File: src/rtl/systolic_feeder_if.sv
// Upstream beat stream plus skewed array-side buses and tile status for the feeder.
interface systolic_feeder_if #(
  parameter int unsigned size = 4
);
  localparam int unsigned bus_w = 8 * size;
  localparam int unsigned cnt_w = $clog2(size) + 8;

  logic             s_valid;
  logic             s_ready;
  logic [bus_w-1:0] s_weight;
  logic [bus_w-1:0] s_in;
  logic             s_last;
  logic [bus_w-1:0] weight;
  logic [bus_w-1:0] in;
  logic             busy;
  logic             done;
  logic [cnt_w-1:0] beat_cnt;

  modport master (
    output s_valid, s_weight, s_in, s_last,
    input  s_ready, weight, in, busy, done, beat_cnt
  );

  modport slave (
    input  s_valid, s_weight, s_in, s_last,
    output s_ready, weight, in, busy, done, beat_cnt
  );
endinterface

File: src/rtl/systolic_feeder.sv
// Systolic array feeder: accepts operand beats, skews lane k by k+1 cycles,
// then flushes the array for 2*size-1 cycles and pulses done per tile.
module systolic_feeder #(
  parameter int unsigned size = 4
) (
  input  logic             clk,
  input  logic             rst_n,
  systolic_feeder_if.slave bus
);
  localparam int unsigned bus_w = 8 * size;
  localparam int unsigned cnt_w = $clog2(size) + 8;
  localparam int unsigned fl_w  = $clog2(2 * size);
  localparam logic [fl_w-1:0]  fl_init = fl_w'(2 * size - 1);
  localparam logic [cnt_w-1:0] cnt_max = '1;

  typedef enum logic [1:0] {IDLE, STREAM, FLUSH, DONE} state_t;

  state_t           state_q, state_d;
  logic [fl_w-1:0]  fl_q, fl_d;
  logic             ready_q, busy_q, done_q;
  logic [cnt_w-1:0] cnt_q;
  logic             accept_c;
  logic [bus_w-1:0] inj_w_c, inj_i_c;
  logic [bus_w-1:0] lane_w, lane_i;

  // Beats only enter on a handshake; otherwise a zero bubble is injected.
  assign accept_c = bus.s_valid && ready_q;
  assign inj_w_c  = accept_c ? bus.s_weight : '0;
  assign inj_i_c  = accept_c ? bus.s_in : '0;

  // Next-state and flush-counter logic.
  always_comb begin
    state_d = state_q;
    fl_d    = fl_q;
    case (state_q)
      IDLE: begin
        if (accept_c) begin
          if (bus.s_last) begin
            state_d = FLUSH;
            fl_d    = fl_init;
          end else begin
            state_d = STREAM;
          end
        end
      end
      STREAM: begin
        if (accept_c && bus.s_last) begin
          state_d = FLUSH;
          fl_d    = fl_init;
        end
      end
      FLUSH: begin
        fl_d = fl_q - 1'b1;
        if (fl_q == fl_w'(1)) state_d = DONE;
      end
      DONE:    state_d = IDLE;
      default: state_d = IDLE;
    endcase
  end

  // State register; handshake/status flags are registered from the next state.
  always_ff @(posedge clk or negedge rst_n) begin
    if (!rst_n) begin
      state_q <= IDLE;
      fl_q    <= '0;
      ready_q <= 1'b0;
      busy_q  <= 1'b0;
      done_q  <= 1'b0;
    end else begin
      state_q <= state_d;
      fl_q    <= fl_d;
      ready_q <= (state_d == IDLE) || (state_d == STREAM);
      busy_q  <= (state_d == STREAM) || (state_d == FLUSH);
      done_q  <= (state_d == DONE);
    end
  end

  // Accepted-beat counter: restarts at 1 on the first beat of a tile, saturates.
  always_ff @(posedge clk or negedge rst_n) begin
    if (!rst_n) begin
      cnt_q <= '0;
    end else if (accept_c) begin
      if (state_q == IDLE) cnt_q <= cnt_w'(1);
      else if (cnt_q != cnt_max) cnt_q <= cnt_q + 1'b1;
    end
  end

  // Per-lane skew chains; lane k is k+1 bytes deep and never stalls.
  for (genvar k = 0; k < size; k++) begin : g_lane
    logic [8*(k+1)-1:0] w_sr, i_sr;

    if (k == 0) begin : g_head
      // Single-stage chain for lane 0.
      always_ff @(posedge clk or negedge rst_n) begin
        if (!rst_n) begin
          w_sr <= '0;
          i_sr <= '0;
        end else begin
          w_sr <= inj_w_c[7:0];
          i_sr <= inj_i_c[7:0];
        end
      end
    end else begin : g_tail
      // Shift newest byte in at the bottom; oldest byte drives the lane.
      always_ff @(posedge clk or negedge rst_n) begin
        if (!rst_n) begin
          w_sr <= '0;
          i_sr <= '0;
        end else begin
          w_sr <= {w_sr[8*k-1:0], inj_w_c[8*k +: 8]};
          i_sr <= {i_sr[8*k-1:0], inj_i_c[8*k +: 8]};
        end
      end
    end

    assign lane_w[8*k +: 8] = w_sr[8*k +: 8];
    assign lane_i[8*k +: 8] = i_sr[8*k +: 8];
  end

  assign bus.s_ready  = ready_q;
  assign bus.busy     = busy_q;
  assign bus.done     = done_q;
  assign bus.beat_cnt = cnt_q;
  assign bus.weight   = lane_w;
  assign bus.in       = lane_i;
endmodule

File: src/flat_wrapper.sv
// flat-port wrapper written by rule: the top's interface ports become plain ports
module systolic_feeder_flat 
#(
  parameter int unsigned size = 4
)
  (clk, rst_n, bus_s_valid, bus_s_weight, bus_s_in, bus_s_last, bus_s_ready, bus_weight, bus_in, bus_busy, bus_done, bus_beat_cnt);
  systolic_feeder_if #(.size(size)) bus_i ();
  input  logic clk;
  input  logic rst_n;
  input wire logic [$bits(bus_i.s_valid)-1:0] bus_s_valid;
  input wire logic [$bits(bus_i.s_weight)-1:0] bus_s_weight;
  input wire logic [$bits(bus_i.s_in)-1:0] bus_s_in;
  input wire logic [$bits(bus_i.s_last)-1:0] bus_s_last;
  output wire logic [$bits(bus_i.s_ready)-1:0] bus_s_ready;
  output wire logic [$bits(bus_i.weight)-1:0] bus_weight;
  output wire logic [$bits(bus_i.in)-1:0] bus_in;
  output wire logic [$bits(bus_i.busy)-1:0] bus_busy;
  output wire logic [$bits(bus_i.done)-1:0] bus_done;
  output wire logic [$bits(bus_i.beat_cnt)-1:0] bus_beat_cnt;
  assign bus_i.s_valid = bus_s_valid;
  assign bus_i.s_weight = bus_s_weight;
  assign bus_i.s_in = bus_s_in;
  assign bus_i.s_last = bus_s_last;
  assign bus_s_ready = bus_i.s_ready;
  assign bus_weight = bus_i.weight;
  assign bus_in = bus_i.in;
  assign bus_busy = bus_i.busy;
  assign bus_done = bus_i.done;
  assign bus_beat_cnt = bus_i.beat_cnt;
  systolic_feeder #(.size(size)) u_core (.clk(clk), .rst_n(rst_n), .bus(bus_i));
endmodule
File: config.mk
export PLATFORM = sky130hd
export DESIGN_NAME = systolic_feeder_flat
export DESIGN_NICKNAME = d
export VERILOG_FILES = /design/src/rtl/systolic_feeder_if.sv /design/src/rtl/systolic_feeder.sv /design/src/flat_wrapper.sv
export SDC_FILE = /design/constraint.sdc
export NUM_CORES = 1
export LEC_CHECK = 0
export ABC_AREA = 1
export CORE_MARGIN = 3
export CORE_UTILIZATION = 50
export CTS_CLUSTER_DIAMETER = 100
export DETAILED_ROUTE_END_ITERATION = 8
export PLACE_DENSITY = 0.78
export SLEW_MARGIN = 20
export SYNTH_ARGS = -nofsm -noshare
export SYNTH_HDL_FRONTEND = slang
export SYNTH_SLANG_ARGS = --single-unit
File: constraint.sdc
create_clock -name clk -period 2.8 [get_ports clk]
set_input_delay 0.56 -clock clk [delete_from_list [all_inputs] [get_ports clk]]
set_output_delay 0.56 -clock clk [all_outputs]
set_load 0.03 [all_outputs]
; Word level (Yosys, flattened, before mapping)
; Cells that the tools add are included.
[word_totals]
elab_cells = 50
output_inout_bits = 77
register_bits = 178
inputBits = 68
[classes]
add_sub_neg = 2
eq_ne = 11
n_reduce_logical = 10
mux = 13
[ops]
columns = operator, count
row1 = two-way mux 32 bit, 2
row2 = two-way mux 10 bit, 2
row3 = adder 10 x 1 -> 10 bit (second input constant), 1
row4 = != test 10 bit (second input constant), 1
row5 = two-way mux 3 bit, 3
row6 = case mux 3 bit (3 select lines), 1
row7 = equality test 2 bit (second input constant), 4
row8 = two-way mux 2 bit, 4
row9 = case mux 2 bit (4 select lines), 1
row10 = equality test 2 x 1 -> 1 bit (second input constant), 2
row11 = logical NOT 2 bit, 2
row12 = != test 2 x 1 -> 1 bit (second input constant), 2
row13 = AND reduction 4 bit, 1
row14 = equality test 3 x 1 -> 1 bit (second input constant), 1
row15 = nonzero test 3 bit, 1
row16 = subtractor 3 x 1 -> 3 bit (second input constant), 1
row17 = logical AND 1 bit, 2
row18 = logical OR 1 bit, 2
row19 = != test 2 bit (second input constant), 1
row20 = AND reduction 2 bit, 1
row21 = nonzero test 2 bit, 1

; Logic depth before layout (Yosys ltp)
; Gate-level depths: netlist of the first run.
[logic_depth]
word_depth = 6
mapped_depth = 8
mapped_depth_nobuf = 8

; Worst setup path before layout of the first run
; Ideal clock, no wire load.
[synth_timing]
kind = input-to-reg
from = input port bus_s_valid
to = register u_core.ready_q, in the netlist u_core.bus.s_ready
path_stages = 7
path_buffers = 0
path_slack_ns = 1.219
arrival_time_ns = 1.453
setup_time_ns = 0.127
required_time_ns = 2.673
path_cell_list = nand2_1 inv_1 nand2_1 nor2_1 nor2_1 ha_1 or2_2
[synth_via]
elab_chain_len = 6
elab_cells_between_ends = 8
cone_classes = 1 x eq/ne / 3 x mux / 4 x reduce/logical
[synth_rtl]
columns = item, line_no
row1 = "start, declared", flat_wrapper.sv:10  ; input wire logic [$bits(bus_i.s_valid)-1:0] bus_s_valid;
row2 = logical AND 1 bit (*), systolic_feeder.sv:27  ; assign accept_c = bus.s_valid && ready_q;
row3 = logical AND 1 bit, systolic_feeder.sv:47  ; if (accept_c && bus.s_last) begin
row4 = two-way mux 2 bit, systolic_feeder.sv:47
row5 = case mux 2 bit (4 select lines) (*), systolic_feeder.sv:35  ; case (state_q)
row6 = equality test 2 x 1 -> 1 bit or logical NOT 2 bit (tied branches), systolic_feeder.sv:72  ; ready_q <= (state_d == IDLE) || (state_d == STREAM);
row7 = logical OR 1 bit (*), systolic_feeder.sv:72
row8 = "end signal, assigned", systolic_feeder.sv:72
row9 = "end, declared", systolic_feeder.sv:20  ; logic ready_q, busy_q, done_q;
; Every way passes the cells marked *; elsewhere a longest branch is shown, timed or not.
; A chain may end at the register's enable or synchronous reset.

; Worst setup path in the final report of the first run
[layout_timing]
from = register u_core.cnt_q[2], in the netlist u_core.bus.beat_cnt[2]
to = output port bus_beat_cnt[2]
[layout_lines]
columns = item, line_no
row1 = "start, declared", systolic_feeder.sv:21  ; logic [cnt_w-1:0] cnt_q;
row2 = "start signal, assigned", systolic_feeder.sv:83  ; if (state_q == IDLE) cnt_q <= cnt_w'(1);
row3 = "start signal, assigned", systolic_feeder.sv:84  ; else if (cnt_q != cnt_max) cnt_q <= cnt_q + 1'b1;
row4 = "end, declared", flat_wrapper.sv:19  ; output wire logic [$bits(bus_i.beat_cnt)-1:0] bus_beat_cnt;
; No word-level cell between the ends.

==> summary.txt, run 1 <==
outcome: finished, final reports clean
Rel. slew slack: 0.661
Arrival @ worst endpoint: 1.58 ns
Max VDD drop: 689 uV
CTS Sinks: 178
first-pass GRT wire length: 16700 um
delay-heaviest family, CP: buffers and inverters
vias in the first global route: 3392
Buf+Inv Stages, Crit Path: 1
P per Cell Area: 890 mW/mm^2
async set-reset flop share out of synthesis: 1.00
Worst-path clk slew: 0.07 ns
area grow syn2layout: 31.8%
I/O Buffers: 144
setup violators final: 0
clock buffer count from CTS: 17
area of the die: 0.0131 mm^2
Core Region: 0.0112 mm^2
overall die height: 115 um
crit path from: u_core.bus.beat_cnt[2]
P_leak: 3.97 nW
HPWL after detailed placement: 6850 um
Via Count: 3265
RR Startpoint: u_core.state_q[1]
CTS root buffer: clkbuf_16
power after layout: 6.91 mW
Post-DRT Antenna Nets: 0
vias per inst: 4.46
maximum number of pins on one net before global-route repair: 64
CTS max path bufs: 2
routability congestion estimate: 0.785
# resized after CTS: 0
worst path cell trace: clkdlybuf4s50_1
DIE WIDTH: 115 um
Post-CTS Setup Bufs: 0
Place WS: 0.635 ns
Pins Over Slew Limit: 0
layout cells sized above 1: 0.0777
final net count: 653
FMAX: 467 MHz
Final Cycle Share: 0.764
Crit Path Max Fanout: 6
syn_area_per_cell: 12.6 um^2
Hold Path Class: in2async
crit start category: flop
grt total ovfl: 0
number of flops mapped to enable cells by yosys: 0
Mapped Cells: 468
number of DRC markers in iteration 0: 191
CTS H-tree lvls: 4
Setup CP Type: reg2out
r2r endpoint: u_core.bus.s_ready
diode count: 0
Fin. Hold Viols: 0
drc violations: 0
CTS Hold Bufs: 0
Seq cells post-synth: 178
DRT Pass-1 Iters: 4
critical path depth: 1
slowest library cell on the worst path: clkdlybuf4s50_1
antenna violations before repair: 0
Std-Cell Rows: 38
# placed instances: 700
CP Capture Type: output pin
RSZ-0062 raised after global routing: no
worst setup path endpoint: bus_beat_cnt[2]
R2R setup slack: 1.17 ns
total global-route track usage: 0.170
Synth Flop Type: dfrtp_1
Req. time, crit path: 2.24 ns
worst reg-to-reg path cell count: 6
final std cells w/o fill: 732
total wire length: 10200 um
CTS tree: built
Initial Utilization: 0.527
syn_nets: 542
post-route setup TNS: 0 ns
Max stage delay on crit path: 0.73 ns
post-synthesis sequential area ratio: 0.757
Netlist Area Pre-Place: 0.00589 mm^2
measured slew at the worst slew-check pin: 0.508 ns
maxcap violations: 0
Final Worst Setup Slack: 0.660 ns
clock insertion delay at the later pin of the skew report: 0.42 ns
WL/cell: 13.9 um
clk_skew: 0.00618 ns
Netlist cell types: 26
Final Critical Period: 2.14 ns
Ys Warns: 0
boundary pin count: 145
[worst register-to-register path, stage by stage (launching register included)]
cell and delay, ns:
dfrtp_1 0.41, nand2_1 0.14, inv_1 0.10, a32oi_1 0.21, nand2_1 0.14, ha_1 0.23
or2_2 0.29
[power breakdown]
group	switching, mW	total, mW	leakage [nW]	internal [mW]
clock network	1.00	2.35	0.290	1.34
registers	0.159	3.16	2.37	3.00
logic	0.865	1.40	1.31	0.540
[stage by stage]
step / hold slack (ns) / util / instance area [um^2]
after floorplan: 0.264 / - / 5890
after global placement: 0.331 / 0.641 / 7160
after detailed placement: 0.335 / 0.641 / 7160
after CTS: 0.0925 / 0.694 / 7760
after global routing: 0.111 / 0.694 / 7760
final: 0.0860 / 0.694 / 7760
[state kept, by name, summed over array words and instances, names as in the netlist]
signal               count
u_core.bus.beat_cnt     10
u_core.bus.busy          1
u_core.bus.done          1
u_core.bus.s_ready       1
u_core.fl_q              3
u_core.g_lane.i_sr      80
u_core.g_lane.w_sr      80
u_core.state_q           2
[cells by family after synthesis]
group	Yosys count	share of synthesized area
simple gates	126	0.0891
compound gates	17	0.0181
buf+inv	140	0.122
flops	178	0.757
fa+ha+maj	6	0.0128
xor+xnor	1	0.00149
[worst min path at each step]
stage,end,cells after the start,startpoint
after CTS,u_core.g_lane[3].i_sr[1],1,rst_n
after global placement,u_core.g_lane[3].i_sr[14],0,u_core.g_lane[3].i_sr[6]
after detailed placement,u_core.g_lane[1].i_sr[11],0,u_core.g_lane[1].i_sr[3]
after global routing,u_core.g_lane[0].w_sr[2],1,rst_n
final,u_core.g_lane[2].i_sr[7],1,rst_n
after floorplan,u_core.bus.beat_cnt[0],0,rst_n
[metal layers]
layer  vias to the layer above  GRT usage  share of wire
li1                       1557          -              -
met1                      1596      0.197           0.38
met2                        98      0.290           0.53
met3                        14     0.0566          0.072
met4                         0     0.0713          0.015
met5                         -          0              0
[final cells by class]
class	instances	area (um^2)
flip-flops and latches	178	4450
fillers	764	3420
repair buffers	148	1500
multi-input cells	150	717
clock buffers	17	425
inverters	84	315
well taps	140	175
clock inverters	15	171
[Yosys cell counts, types with 2 or more instances]
master	instances	area (um^2)
nor2_1	77	289
o21ai_2	2	17.5
inv_1	84	315
dfrtp_1	178	4450
o21ai_1	4	20.0
buf_1	6	22.5
ha_1	6	75.1
a21oi_1	3	15.0
nand2_1	30	113
nand3_1	10	50.1
o21ai_0	3	15.0
o21bai_1	3	22.5
nand3b_1	2	15.0
buf_4	48	360
[cells in the final DEF, fill, tap and decap left out, types with 4 or more instances in the layout]
cell | netlist | final
clkbuf_16 | 0 | 17
clkdlybuf4s50_1 | 0 | 143
dfrtp_1 | 178 | 178
ha_1 | 6 | 6
inv_1 | 84 | 84
nand2_1 | 30 | 29
nand3_1 | 10 | 10
nor2_1 | 77 | 77
o21ai_1 | 4 | 4
Power figures use the tool's default switching activity.
==> run 2: changes to the inputs <==
Settings changed: CORE_UTILIZATION 50 to 44, PLACE_DENSITY 0.78 to 0.72.
Clock period 2.8 ns to 1.95 ns, I/O delays scaled along.
==> summary.txt, run 2 (synthesis results as in run 1) <==
Post-DRT Antenna Nets: 0
worst setup path endpoint: bus_beat_cnt[4]
worst path cell trace: clkdlybuf4s50_1
hold depth: 0
Pins Over Slew Limit: 0
Final Cycle Share: 0.966
hold slack: 0.343 ns
Post-CTS Setup Bufs: 0
Setup CP Type: reg2out
P per Cell Area: 1260 mW/mm^2
first-pass GRT wire length: 16300 um
crit start category: flop
setup violators final: 0
WL/cell: 12.8 um
maxcap violations: 0
grt total ovfl: 0
slowest library cell on the worst path: clkdlybuf4s50_1
Std-Cell Rows: 41
most common cell after layout, fill and taps aside: dfrtp_1
critical path depth: 1
CTS H-tree lvls: 4
Initial Utilization: 0.459
diode count: 0
CTS root buffer: clkbuf_16
Rel. slew slack: 0.730
CP Capture Type: output pin
maximum number of pins on one net before global-route repair: 53
worst reg-to-reg path cell count: 6
Core Region: 0.0128 mm^2
CTS Sinks: 178
drc violations: 0
antenna violations before repair: 0
number of DRC markers in iteration 0: 202
final core occ: 0.610
Hold Path Class: reg2reg
final net count: 658
routability congestion estimate: 0.901
Via Count: 3249
clk_skew: 0.00798 ns
outcome: finished, final reports clean
vias per inst: 4.22
clock insertion delay at the later pin of the skew report: 0.42 ns
FMAX: 531 MHz
power after layout: 9.82 mW
clock buffer count from CTS: 17
measured slew at the worst slew-check pin: 0.404 ns
boundary pin count: 145
total global-route track usage: 0.144
Place WS: 0.0262 ns
total wire length: 9820 um
crit path from: u_core.bus.beat_cnt[4]
r2r endpoint: u_core.bus.s_ready
CTS max path bufs: 2
post-route setup TNS: 0 ns
Final Worst Setup Slack: 0.0659 ns
R2R setup slack: 0.32 ns
CTS tree: built
delay-heaviest family, CP: buffers and inverters
Fin. Hold Viols: 0
DIE WIDTH: 122 um
HPWL after detailed placement: 6800 um
Filler cells: 1000
RR Startpoint: u_core.state_q[1]
Max stage delay on crit path: 0.69 ns
Max VDD drop: 688 uV
DRT Pass-1 Iters: 4
Arrival @ worst endpoint: 1.49 ns
most frequent cells in the layout: dfrtp_1, clkdlybuf4s50_1, inv_1, nor2_1, nand2_1
P_leak: 4.04 nW
Crit Path Max Fanout: 3
Buf+Inv Stages, Crit Path: 1
I/O Buffers: 144
RSZ-0062 raised after global routing: no
layout cells sized above 1: 0.0838
overall die height: 122 um
area of the die: 0.0148 mm^2
Final Critical Period: 1.88 ns
Worst-path clk slew: 0.07 ns
vias in the first global route: 3333
area grow syn2layout: 32.8%
Req. time, crit path: 1.56 ns
[run 2: final cells by class]
type / instances / area (um^2) / area share
clock inverters: 15 / 160 / 0.0205
flip-flops and latches: 178 / 4450 / 0.570
multi-input cells: 150 / 717 / 0.0917
clock buffers: 17 / 425 / 0.0544
inverters: 84 / 315 / 0.0403
repair buffers: 153 / 1530 / 0.196
well taps: 172 / 215 / 0.0275
[run 2: power by group]
group	internal (mW)	switching, mW	total [mW]
sequential	4.30	0.220	4.52
clock	1.82	1.47	3.29
combinational	0.779	1.23	2.00
[run 2: timing repair]
action	CTS	global route
endpoints found under the setup margin	7	1
hold buffers	1	0
hold endpoints to repair	36	0
resized for setup	7	1
[run 2: layer usage]
metal  vias to the layer above  share of wire  global-route usage
li1                       1558              -                   -
met2                        96           0.51               0.234
met4                         0          0.012              0.0462
met3                        13          0.052              0.0497
met5                         -              0                   0
met1                      1582           0.42               0.183
[run 2: worst min path at each step]
stage | from | end | slack (ns)
5_1_grt | u_core.g_lane[3].w_sr[11] | u_core.g_lane[3].w_sr[19] | 0.35
4_1_cts | u_core.g_lane[3].i_sr[1] | u_core.g_lane[3].i_sr[9] | 0.35
3_3_place_gp | rst_n | u_core.g_lane[3].i_sr[25] | 0.31
6_report | u_core.g_lane[3].i_sr[1] | u_core.g_lane[3].i_sr[9] | 0.34
2_1_floorplan | rst_n | u_core.bus.beat_cnt[0] | 0.09
3_5_place_dp | rst_n | u_core.g_lane[3].i_sr[25] | 0.32
[run 2: metrics by stage]
step / instances / instance area [um^2]
after detailed placement: 736 / 7230
after global routing: 769 / 7820
final: 769 / 7820
after CTS: 769 / 7820
after global placement: 736 / 7230
after floorplan: 468 / 5890
